==> config.mk <==
export PLATFORM = sky130hd
export DESIGN_NAME = sp_ram_arb
export DESIGN_NICKNAME = d
export VERILOG_FILES = /design/src/rtl/sp_ram_arb.sv
export SDC_FILE = /design/constraint.sdc
export NUM_CORES = 1
export LEC_CHECK = 0
export ABC_AREA = 1
export BUFFER_PORTS_ARGS = -buffer_cell sky130_fd_sc_hd__buf_2
export CAP_MARGIN = 0
export CORE_MARGIN = 1.5
export CORE_UTILIZATION = 48
export CTS_CLUSTER_SIZE = 10
export DETAILED_ROUTE_END_ITERATION = 8
export PLACE_DENSITY = 0.85
export SLEW_MARGIN = 20
export SYNTH_ARGS = -nofsm -noshare
export SYNTH_HDL_FRONTEND = slang
export SYNTH_SLANG_ARGS = --single-unit
==> constraint.sdc <==
create_clock -name clk -period 7.5 [get_ports clk]
set_input_delay 0.75 -clock clk [delete_from_list [all_inputs] [get_ports clk]]
set_output_delay 0.75 -clock clk [all_outputs]
set_load 0.005 [all_outputs]
==> src/rtl/sp_ram_arb.sv <==
// sp_ram_arb: round-robin merge of write/read request streams onto one single-port RAM port,
// with a 2-entry response buffer that absorbs the RAM's 1-cycle read latency under backpressure.
module sp_ram_arb #(
  parameter int DATA_WIDTH = 32,
  parameter int ADDR_WIDTH = 10
) (
  input  logic                  clk,
  input  logic                  rst_n,
  input  logic                  wr_valid,
  output logic                  wr_ready,
  input  logic [ADDR_WIDTH-1:0] wr_addr,
  input  logic [DATA_WIDTH-1:0] wr_data,
  input  logic                  rd_valid,
  output logic                  rd_ready,
  input  logic [ADDR_WIDTH-1:0] rd_addr,
  output logic                  rsp_valid,
  input  logic                  rsp_ready,
  output logic [DATA_WIDTH-1:0] rsp_data,
  output logic                  ram_en,
  output logic                  ram_we,
  output logic [ADDR_WIDTH-1:0] ram_addr,
  output logic [DATA_WIDTH-1:0] ram_din,
  input  logic [DATA_WIDTH-1:0] ram_dout
);
  logic                  prio, rd_pend, wp, rp;
  logic [1:0]            cnt;
  logic [DATA_WIDTH-1:0] fifo [2];
  logic                  pop, rd_ok, grant_wr, grant_rd;
  logic [2:0]            occ;
  // a read is only granted if its response has a guaranteed slot, counting the one in flight
  always_comb begin
    pop      = rsp_valid & rsp_ready;
    occ      = {1'b0, cnt} + {2'b0, rd_pend} - {2'b0, pop};
    rd_ok    = rd_valid & (occ < 3'd2);
    grant_wr = rst_n & wr_valid & (~rd_ok | ~prio);
    grant_rd = rst_n & rd_ok & (~wr_valid | prio);
  end
  assign wr_ready  = grant_wr;
  assign rd_ready  = grant_rd;
  assign ram_en    = grant_wr | grant_rd;
  assign ram_we    = grant_wr;
  assign ram_addr  = grant_wr ? wr_addr : rd_addr;
  assign ram_din   = wr_data;
  assign rsp_valid = cnt != 2'd0;
  assign rsp_data  = fifo[rp];
  always_ff @(posedge clk) begin
    if (!rst_n) begin
      prio    <= 1'b0;
      rd_pend <= 1'b0;
      cnt     <= 2'd0;
      wp      <= 1'b0;
      rp      <= 1'b0;
    end else begin
      if (wr_valid & rd_ok & (grant_wr | grant_rd)) prio <= ~prio;
      rd_pend <= grant_rd;
      if (rd_pend) begin
        fifo[wp] <= ram_dout;
        wp       <= ~wp;
      end
      if (pop) rp <= ~rp;
      cnt <= cnt + {1'b0, rd_pend} - {1'b0, pop};
    end
  end
endmodule
==> out/qor.csv, run 1 <==
metric;value;unit
startpoint;rsp_ready;
yosysSeqAreaShare;0.6616;
antenna_found_initial;0;
dieArea;0.006986;mm2
reg2reg_depth;11;
hold_class;flop to flop;
path_common_cell;nand2_1;
use_met2;0.3094;
gp_congestion;0.8328;
arrival;2.93;ns
cts-htree-levels;3;
ctsHoldBuffers;0;
insertion_delay;0.33;ns
num_vias;1898;
cts-resized-gates;0;
tritoncts;done;
cts_root_buf;clkbuf_8;
ys_seq_elements;71;
diodes;0;
layout-drive-gt1-share;0.5199;
ir_drop;0.1526;mV
cts_made_buffers;9;
p_total;1.028;mW
grt_max_degree;33;
fp-row-count;29;
maxCapViolCount;0;
hold_depth;2;
r2r_start;cnt[1];
nNetsFinal;389;
synth_fa_ha_area_frac;0.01445;
fillers;535;
track_usage;0.1744;
routed_wl;5891;um
clock_sink_count;71;
crit_required;6.75;ns
max_slew_margin;0.3539;
cp_cell_sequence;buf_2 > o21a_1 > ha_1 > inv_1 > ha_1 > fa_1 > inv_1 > nand2_1 > nor2_2 > nand3_2 > nand2_2 > nand2_1 > nand2_1 > buf_2;
syn_area;0.003117;mm2
grt-busiest-layer;met2;
postCtsSetupBuffers;0;
antenna_left;0;
grt_util_met1;0.1824;
synth_compound_area_frac;0.01044;
tightest_slew;0.9669;ns
grt_first_pass_wirelength;9349;um
hold_violations;0;
final_common_cell;buf_2;
crit_family;adder cells;
synthesis.nets;314;
route.detailed.drc;0;
rsz0062_at_grt;no;
synth-xor-area-share;0;
path_depth;14;
yosysWarnings;0;
status;finished clean;
place.detailed.hpwl;4297;um
syn_inst;222;
final-setup-viol-count;0;
met3_usage;0.08012;
clock_skew;0.005964;ns
power_leakage;1.529;nW
critPathCaptureType;output pin;
num_io_pins;168;
clock.fmax;0.2716;GHz
initial_core_util;0.4937;
start_kind;input pin;
portBuffers;103;
clockBufferDepth;2;
crit_path_max_incr_delay;0.48;ns
rr_endpoint;prio;
path_class;input pin to output pin;
r2r_setup_slack;5.40;ns
fp.dieH;83.58;um
core;0.006314;mm2
powerDensity;281.6;mW/mm2
die_w;83.58;um
clk_pin_slew;0.07;ns
grt_remaining_overflow;0;
wl_per_cell;15.54;um
muxShareOfSynthArea;0.1180;
finalCritPeriodShare;0.4910;
synth_top_family_by_area;buffers and inverters;
grt_pass1_vias;1998;
ys_types;21;
drt_iter0_markers;68;
yosys.area_share.simple;0.07587;
critPathMaxFanout;11;
layout-area-overhead-vs-synth;17.10;%
slew_violations;0;
slowest_stage;fa_1;
first_pass_iters;4;
final.setup.tns;0;ns
hold_slack;0.4719;ns
most-common-layout-cells;buf_2 (103), edfxtp_1 (64), mux2_2 (30);
synth_area_per_cell;14.04;um2
cp_num_buf_inv;4;
via_per_inst;5.008;
fin_crit;3.682;ns
crit_end;ram_addr[8];
[cell usage after synthesis]
library cell / number / area, um2
edfxtp_1: 64 / 1922
buf_4: 35 / 262.8
mux2_2: 30 / 337.8
nand2_1: 29 / 108.9
inv_1: 16 / 60.06
nand3_1: 11 / 55.05
dfxtp_1: 7 / 140.1
nor2_1: 6 / 22.52
buf_6: 4 / 45.04
a21oi_1: 3 / 15.01
nor3_1: 3 / 15.01
ha_1: 2 / 25.02
mux2_4: 2 / 30.03
nand2_2: 2 / 12.51
o21ai_0: 2 / 10.01
clkbuf_2: 1 / 5.000
fa_1: 1 / 20.02
nand3_2: 1 / 10.01
nand4_1: 1 / 6.260
nor2_2: 1 / 6.260
o21a_1: 1 / 7.510
[power breakdown]
group          switching [mW]  internal, mW
Clock                   0.133         0.186
Sequential             0.0291         0.460
Combinational           0.105         0.114
[registers in the layout, indices dropped and copies added (netlist names), named ones only]
register  cells
fifo         64
cnt           2
prio          1
rd_pend       1
rp            1
wp            1
[worst min path at each step]
stage | start | end | slack, ns
3_3_place_gp | rp | flop | 0.43
5_1_grt | rp | flop | 0.49
3_5_place_dp | rp | flop | 0.45
2_1_floorplan | rp | flop | 0.43
4_1_cts | rp | flop | 0.47
6_report | wp | wp | 0.47
[cell families after synthesis]
group	Yosys count
flops	71
buf+inv	56
simple gates	54
mux	32
compound gates	6
fa+ha+maj	3
[stage by stage]
step	cell area [um2]	setup WS, ns	cells	util
3_5_place_dp	3437	3.814	363	0.5444
4_1_cts	3650	3.802	379	0.5781
2_1_floorplan	3117	4.010	222	-
3_3_place_gp	3437	3.905	363	0.5444
5_1_grt	3650	3.631	379	0.5781
6_report	3650	3.818	379	0.5781
[area by class of cell]
cell class / count / area [um2] / area share
Clock buffer: 10 / 127.6 / 0.03497
Clock inverter: 6 / 85.08 / 0.02331
Inverter: 16 / 60.06 / 0.01646
Multi-Input combinational cell: 95 / 694.4 / 0.1903
Sequential cell: 71 / 2063 / 0.5653
Tap cell: 77 / 96.34 / 0.02640
Timing Repair Buffer: 104 / 523.0 / 0.1433
[worst register-to-register path: stages (launching register included)]
cell     delay [ns]
dfxtp_1        0.33
o21a_1         0.23
ha_1           0.28
inv_1          0.04
ha_1           0.18
fa_1           0.48
inv_1          0.07
nand2_1        0.06
nor2_2         0.14
nand4_1        0.09
nand2_1        0.07
nor2_1         0.04
[layer usage]
layer | wire length, um | part of all wire
met2 | 3031 | 0.51
met3 | 565 | 0.096
met5 | 0 | 0
met1 | 2185 | 0.37
met4 | 109 | 0.019
No activity file was read; power rests on OpenSTA's default activity.
==> run 2, diff against run 1 <==
CORE_UTILIZATION = 40   (was 48)
PLACE_DENSITY = 0.76   (was 0.85)
clock period = 2.96 ns   (was 7.5 ns; I/O delays follow)
==> run 2 against run 1 <==
Utilization is 8.0 points lower. Clock skew is 0.0038 ns higher. Sequential share of layout area is 2.3 points lower. Sequential power grew to 2.5 times the previous value. Count of clock-buffer cells in the layout stayed put. Design area is 4.3% higher. Sequential cell count stayed put. Critical endpoint is now ram_addr[9]. Cell count is 9.0% higher. Global-route usage is 0.78 points lower.
==> out/qor.csv, run 2 (same netlist as run 1, synthesis figures left out) <==
metric;value;unit;change
status;finished clean;;
nNetsFinal;398;;+2.3%
clock_skew;0.009798;ns;+0.003834 ns
num_io_pins;168;;unchanged
die_w;91.27;um;+9.2%
core;0.007647;mm2;+21%
grt_first_pass_wirelength;10230;um;+9.4%
register_area;0.002066;mm2;+0.12%
critPathCaptureType;output pin;;
powerDensity;706.4;mW/mm2;+150%
max_slew_margin;0.4632;;+0.1093
clockBufferDepth;2;;unchanged
tritoncts;done;;
path_class;flop to output pin;;
multi_input_area;768.2;um2;+11%
arrival;2.62;ns;-0.31 ns
hold_depth;1;;-1
slew_violations;0;;unchanged
clock.fmax;0.3429;GHz;
start_kind;flop;;
layout-area-overhead-vs-synth;22.16;%;
dieArea;0.008330;mm2;+19%
cts-htree-levels;3;;unchanged
met3WireLength;662;um;+17%
place.detailed.hpwl;4790;um;+11%
gp_congestion;0.9143;;+9.8%
antenna_found_initial;0;;unchanged
top_layer_used;met4;;
hold_violations;0;;unchanged
antenna_left;0;;unchanged
route.detailed.drc;0;;unchanged
crit_path_max_incr_delay;0.45;ns;-0.03 ns
cp_num_buf_inv;3;;-1
crit_required;2.66;ns;-4.09 ns
num_vias;1924;;+1.4%
hold_slack;0.1380;ns;-0.3339 ns
tightest_slew;0.8052;ns;-0.1616 ns
largestRegisters;fifo x64, cnt x2;;
cts_made_buffers;9;;unchanged
fp-row-count;32;;+10%
grt_remaining_overflow;0;;unchanged
clock_sink_count;71;;unchanged
grt_max_degree;33;;unchanged
first_pass_iters;4;;unchanged
layout-drive-gt1-share;0.5691;;+0.04926
wl_per_cell;16.15;um;+3.9%
fin_crit;2.917;ns;
fp.dieH;91.27;um;+9.2%
power_leakage;1.570;nW;+2.7%
cts_root_buf;clkbuf_8;;
via_per_inst;4.659;;-7.0%
met1_length;2257;um;+3.3%
grt_pass1_vias;1973;;-1.3%
most-common-layout-cells;buf_2 (103), edfxtp_1 (64), mux2_2 (30);;
cp_cell_sequence;o21a_1 > ha_1 > inv_1 > ha_2 > fa_1 > inv_1 > nand2_2 > nor2_4 > nand3_4 > nand2_8 > nand2_1 > nand2_1 > buf_2;;
regMostFlops;fifo;;
clk_pin_slew;0.08;ns;about the same
post-route-util;0.4979;;-0.08021
critPathMaxFanout;6;;-5
ir_drop;0.2789;mV;+83%
drt_iter0_markers;69;;+1.5%
finalCritPeriodShare;0.9854;;
path_depth;13;;-1
routed_wl;6671;um;+13%
slowest_stage;fa_1;;
diodes;0;;unchanged
ctsHoldBuffers;0;;unchanged
final_common_cell;buf_2;;
maxCapViolCount;0;;unchanged
portBuffers;103;;unchanged
final-setup-viol-count;0;;unchanged
initial_core_util;0.4076;;-0.08610
p_total;2.689;mW;+160%
hold_class;input pin to flop;;
largest_reg_flops;64;;unchanged
insertion_delay;0.34;ns;about the same
crit_family;adder cells;;
rsz0062_at_grt;yes;;
wl_met2;3666;um;+21%
fillers;708;;+32%
track_usage;0.1665;;-0.007842
reg2reg_depth;13;;+2
run 2: changes by cell type in the layout (fill, tap and decap cells not counted), moves of 2 or more:
cell        change
clkinvlp_4      +2
nand2_2         +6
dfxtp_2         +2
dfxtp_1         -2
buf_4           +6
nand2_1         -7
run 2: power by group:
part | leakage, nW | internal, mW | switching [mW]
clock network | 0.0891 | 0.393 | 0.372
registers | 0.636 | 1.17 | 0.0765
logic | 0.845 | 0.356 | 0.324
total | 1.57 | 1.92 | 0.772
run 2: metrics by stage:
stage	worst slack [ns]	cell area, um2	cells	setup TNS [ns]
after floorplan	0.5400	3122	222	0
after global placement	0.2805	3495	389	0
after detailed placement	0.2035	3495	389	0
after CTS	0.002269	3761	410	0
after global routing	-0.1372	3807	413	-1.502
final	0.04335	3807	413	0
run 2: path summary, 6_finish.rpt:
kind	from	end	slack [ns]
max	cnt[1]	ram_addr[9]	0.04
min	ram_dout[4]	fifo[1][4]	0.14
min reg2reg	rp	rp	0.47
max reg2reg	cnt[1]	prio	0.71
run 2: worst register-to-register path: cells and delay by family (launching register included):
family,cells,cell delay (ns)
AND/OR/NAND/NOR,5,0.41
adder cells (fa/ha/maj),3,0.88
AO/OA/AOI/OAI,1,0.20
flip-flops,1,0.32
buffers and inverters,4,0.34
run 2: timing repair:
action,in CTS,in global routing
pin swaps,5,8
resized for setup,8,7
cloned,2,0
buffers inserted,3,3
endpoints found under the setup margin,12,12
run 2: routing by layer:
layer	vias to the layer above	GRT usage
met5	-	0
met4	0	0.05859
met3	9	0.07873
met2	106	0.3097
met1	899	0.1575
li1	910	-
run 2: final cells by class:
| class | instances | share of cell area |
|---|---|---|
| clock inverters | 6 | 0.01840 |
| clock buffers | 10 | 0.03352 |
| inverters | 16 | 0.01577 |
| well taps | 102 | 0.03352 |
| multi-input cells | 97 | 0.2018 |
| repair buffers | 111 | 0.1545 |
| flip-flops and latches | 71 | 0.5426 |
==> run 3, diff against run 2 <==
ABC_AREA = 0   (was 1)
==> run 3 against run 2 <==
Clock power decreased by 7.7%. Via count decreased by 11%. Critical path type unchanged. Sequential share of layout area increased by 0.40 points. Global-route usage decreased by 3.2 points. The flow now finishes with violations (negative setup slack).
==> out/qor.csv, run 3 <==
metric;value;unit;change
status;finished, violations left;;
violations;negative setup slack;;
synth_commonest_cells;edfxtp_1 (64), buf_4 (33), mux2_2 (31);;
diodes;0;;unchanged
rsz0062_at_grt;yes;;
critPathCaptureType;output pin;;
synth_top_area_share;0.6293;;+0.01263
synth_top_area_cell;edfxtp_1;;
route.detailed.drc;0;;unchanged
synth_ff_type;edfxtp_1;;
fillers;634;;-10%
clock.fmax;0.3233;GHz;-5.7%
layout-area-overhead-vs-synth;23.76;%;
grt_remaining_overflow;0;;unchanged
ys_seq_elements;71;;unchanged
syn_inst;184;;-17%
first_pass_iters;4;;unchanged
crit_path_max_incr_delay;0.57;ns;+0.12 ns
drt_iter0_markers;20;;-71%
initial_core_util;0.4166;;+0.009065
powerDensity;683.0;mW/mm2;-3.3%
final_area;0.003780;mm2;-0.72%
reg2reg_depth;10;;-3
slowest_stage;fa_2;;
nNetsFinal;359;;-9.8%
async_flop_share;0;;unchanged
swShare;0.2604;;-0.02686
hold_class;input pin to flop;;
cts-htree-levels;3;;unchanged
largestRegisters;fifo x64, cnt x2;;
layout-drive-gt1-share;0.6384;;+0.06924
synthesis.nets;276;;-12%
combPwrFrac;0.261;;+0.008
hold_depth;1;;unchanged
seqPwrFrac;0.465;;+0.002
cts_made_buffers;9;;unchanged
yosysWarnings;0;;unchanged
cts_root_buf;clkbuf_8;;
synth.top_cells.by_area;edfxtp_1 (63%), mux2_2 (11%), buf_4 (8.1%);;
num_io_pins;168;;unchanged
clock_sink_count;71;;unchanged
hp-start;ram_dout[6];;
largest_reg_flops;64;;unchanged
core;0.007331;mm2;-4.1%
crit_family;adder cells;;
path_class;flop to output pin;;
dpl_cell_area;0.003443;mm2;-1.5%
multi_input_area;748.2;um2;-2.6%
hold_end;fifo[0][6];;
tightest_slew;0.9501;ns;+0.1449 ns
antenna_found_initial;0;;unchanged
synth_area_per_cell;16.60;um2;+18%
finalCritPeriodShare;1.045;;+0.05959
track_usage;0.1340;;-0.03247
wl_per_cell;14.99;um;-7.2%
synth_edf_count;64;;unchanged
hold_slack;0.1442;ns;+0.006183 ns
fp.dieH;90.38;um;-0.98%
maxCapViolCount;0;;unchanged
r2r_start;cnt[1];;
place.detailed.hpwl;3622;um;-24%
tritoncts;done;;
cp_cell_sequence;o21a_1 > ha_1 > inv_1 > ha_2 > fa_2 > nor2b_4 > a31oi_4 > buf_6 > mux2_4 > buf_6;;
yosysMostFrequentCell;edfxtp_1;;
max_slew_margin;0.3651;;-0.09808
crit_required;2.66;ns;about the same
ctsHoldBuffers;0;;unchanged
clock_skew;0.005293;ns;-0.004504 ns
rr_endpoint;prio;;
critPathMaxFanout;6;;unchanged
fp-row-count;31;;-3.1%
dieArea;0.008169;mm2;-1.9%
fin_ws;-0.1330;ns;-0.1764 ns
p_sw;0.6722;mW;-13%
final_common_cell;buf_2;;
syn_area;0.003054;mm2;-2.0%
grt_max_degree;33;;unchanged
clk_pin_slew;0.07;ns;about the same
r2r_setup_slack;0.70;ns;about the same
yosysSeqAreaShare;0.6751;;+0.01355
grt_pass1_vias;1722;;-13%
final-setup-viol-count;10;;+10
insertion_delay;0.33;ns;about the same
antenna_left;0;;unchanged
intPower;1.910;mW;-0.38%
ir_drop;0.3647;mV;+31%
slew_violations;0;;unchanged
register_area;0.002066;mm2;unchanged
p_clk_frac;0.274;;-0.011
arrival;2.80;ns;+0.18 ns
start_kind;flop;;
routed_wl;5547;um;-17%
most-common-layout-cells;buf_2 (93), edfxtp_1 (64), mux2_2 (30);;
gp_congestion;0.6631;;-27%
grt_first_pass_wirelength;8328;um;-19%
cp_num_buf_inv;3;;unchanged
die_w;90.38;um;-0.98%
portBuffers;103;;unchanged
num_vias;1711;;-11%
ys_types;24;;+14%
regMostFlops;fifo;;
fin_crit;3.093;ns;+0.1764 ns
clockBufferDepth;2;;unchanged
path_common_cell;buf_6;;
power_leakage;1.506;nW;-4.1%
hold_violations;0;;unchanged
via_per_inst;4.624;;-0.74%
==> run 3: changes by cell type in the layout (fill, tap and decap cells not counted), sizes merged, moves of 6 or more <==
cell	delta
nor2	-6
mux2	+10
inv	-12
nand3	-11
nand2	-26
==> run 3: worst max-delay path by stage <==
| stage | slack (ns) | endpoint | depth (start not counted) | start |
|---|---|---|---|---|
| after global routing | -0.20 | ram_addr[9] | 10 | cnt[1] |
| after detailed placement | 0.11 | ram_addr[9] | 10 | cnt[1] |
| after global placement | 0.22 | ram_addr[9] | 10 | cnt[1] |
| final | -0.13 | ram_addr[9] | 10 | cnt[1] |
| after floorplan | 0.38 | ram_addr[0] | 9 | cnt[1] |
| after CTS | -0.16 | ram_addr[7] | 10 | cnt[1] |
==> run 3: cell families (layout without fill, tap and decap cells) <==
family | Yosys count | in the layout | synth area share
AOI/OAI and AO/OA | 4 | 4 | 0.007786
buffers and inverters | 44 | 131 | 0.09832
DFF | 71 | 71 | 0.6751
muxes | 43 | 43 | 0.1692
adders and majority gates | 3 | 3 | 0.01475
xor gates and xnor gates | 3 | 3 | 0.008605
and+or+nand+nor | 16 | 16 | 0.02622
==> run 3: area by class of cell <==
type,count,share of cell area
clock inverters,5,0.01324
flip-flops and latches,71,0.5465
clock buffers,10,0.03376
well taps,99,0.03277
inverters,5,0.004965
multi-input cells,69,0.1979
repair buffers,111,0.1708
==> run 3: what timing repair did <==
item / CTS / global route
pin swaps: 4 / 1
gates cloned: 1 / 0
setup endpoints to repair: 10 / 11
resized for setup: 23 / 4
setup buffers: 2 / 2
hold endpoints to repair: 0 / 0
==> run 3: through the flow <==
stage | util | cells | TNS, ns | setup slack, ns | power [mW]
floorplan | - | 184 | 0 | 0.3802 | 1.596
global placement | 0.4697 | 350 | 0 | 0.2182 | 1.767
detailed placement | 0.4697 | 350 | 0 | 0.1076 | 1.787
CTS | 0.5107 | 368 | -1.530 | -0.1639 | 2.575
global route | 0.5156 | 370 | -1.988 | -0.2044 | 2.697
finish | 0.5156 | 370 | -1.213 | -0.1330 | 2.582
==> run 3: power by group through the flow <==
stage	Sequential, mW	Combinational (mW)	Clock [mW]
6_report	1.20	0.675	0.707
2_1_floorplan	1.21	0.389	0
5_1_grt	1.21	0.734	0.758
3_5_place_dp	1.22	0.569	0
4_1_cts	1.20	0.647	0.726
3_3_place_gp	1.21	0.555	0
==> run 3: layer usage <==
| layer | up-vias | GRT usage | part of all wire |
|---|---|---|---|
| li1 | 800 | - | - |
| met2 | 86 | 0.2241 | 0.51 |
| met4 | 0 | 0.06217 | 0.021 |
| met5 | - | 0 | 0 |
| met3 | 15 | 0.04545 | 0.068 |
| met1 | 810 | 0.1549 | 0.40 |
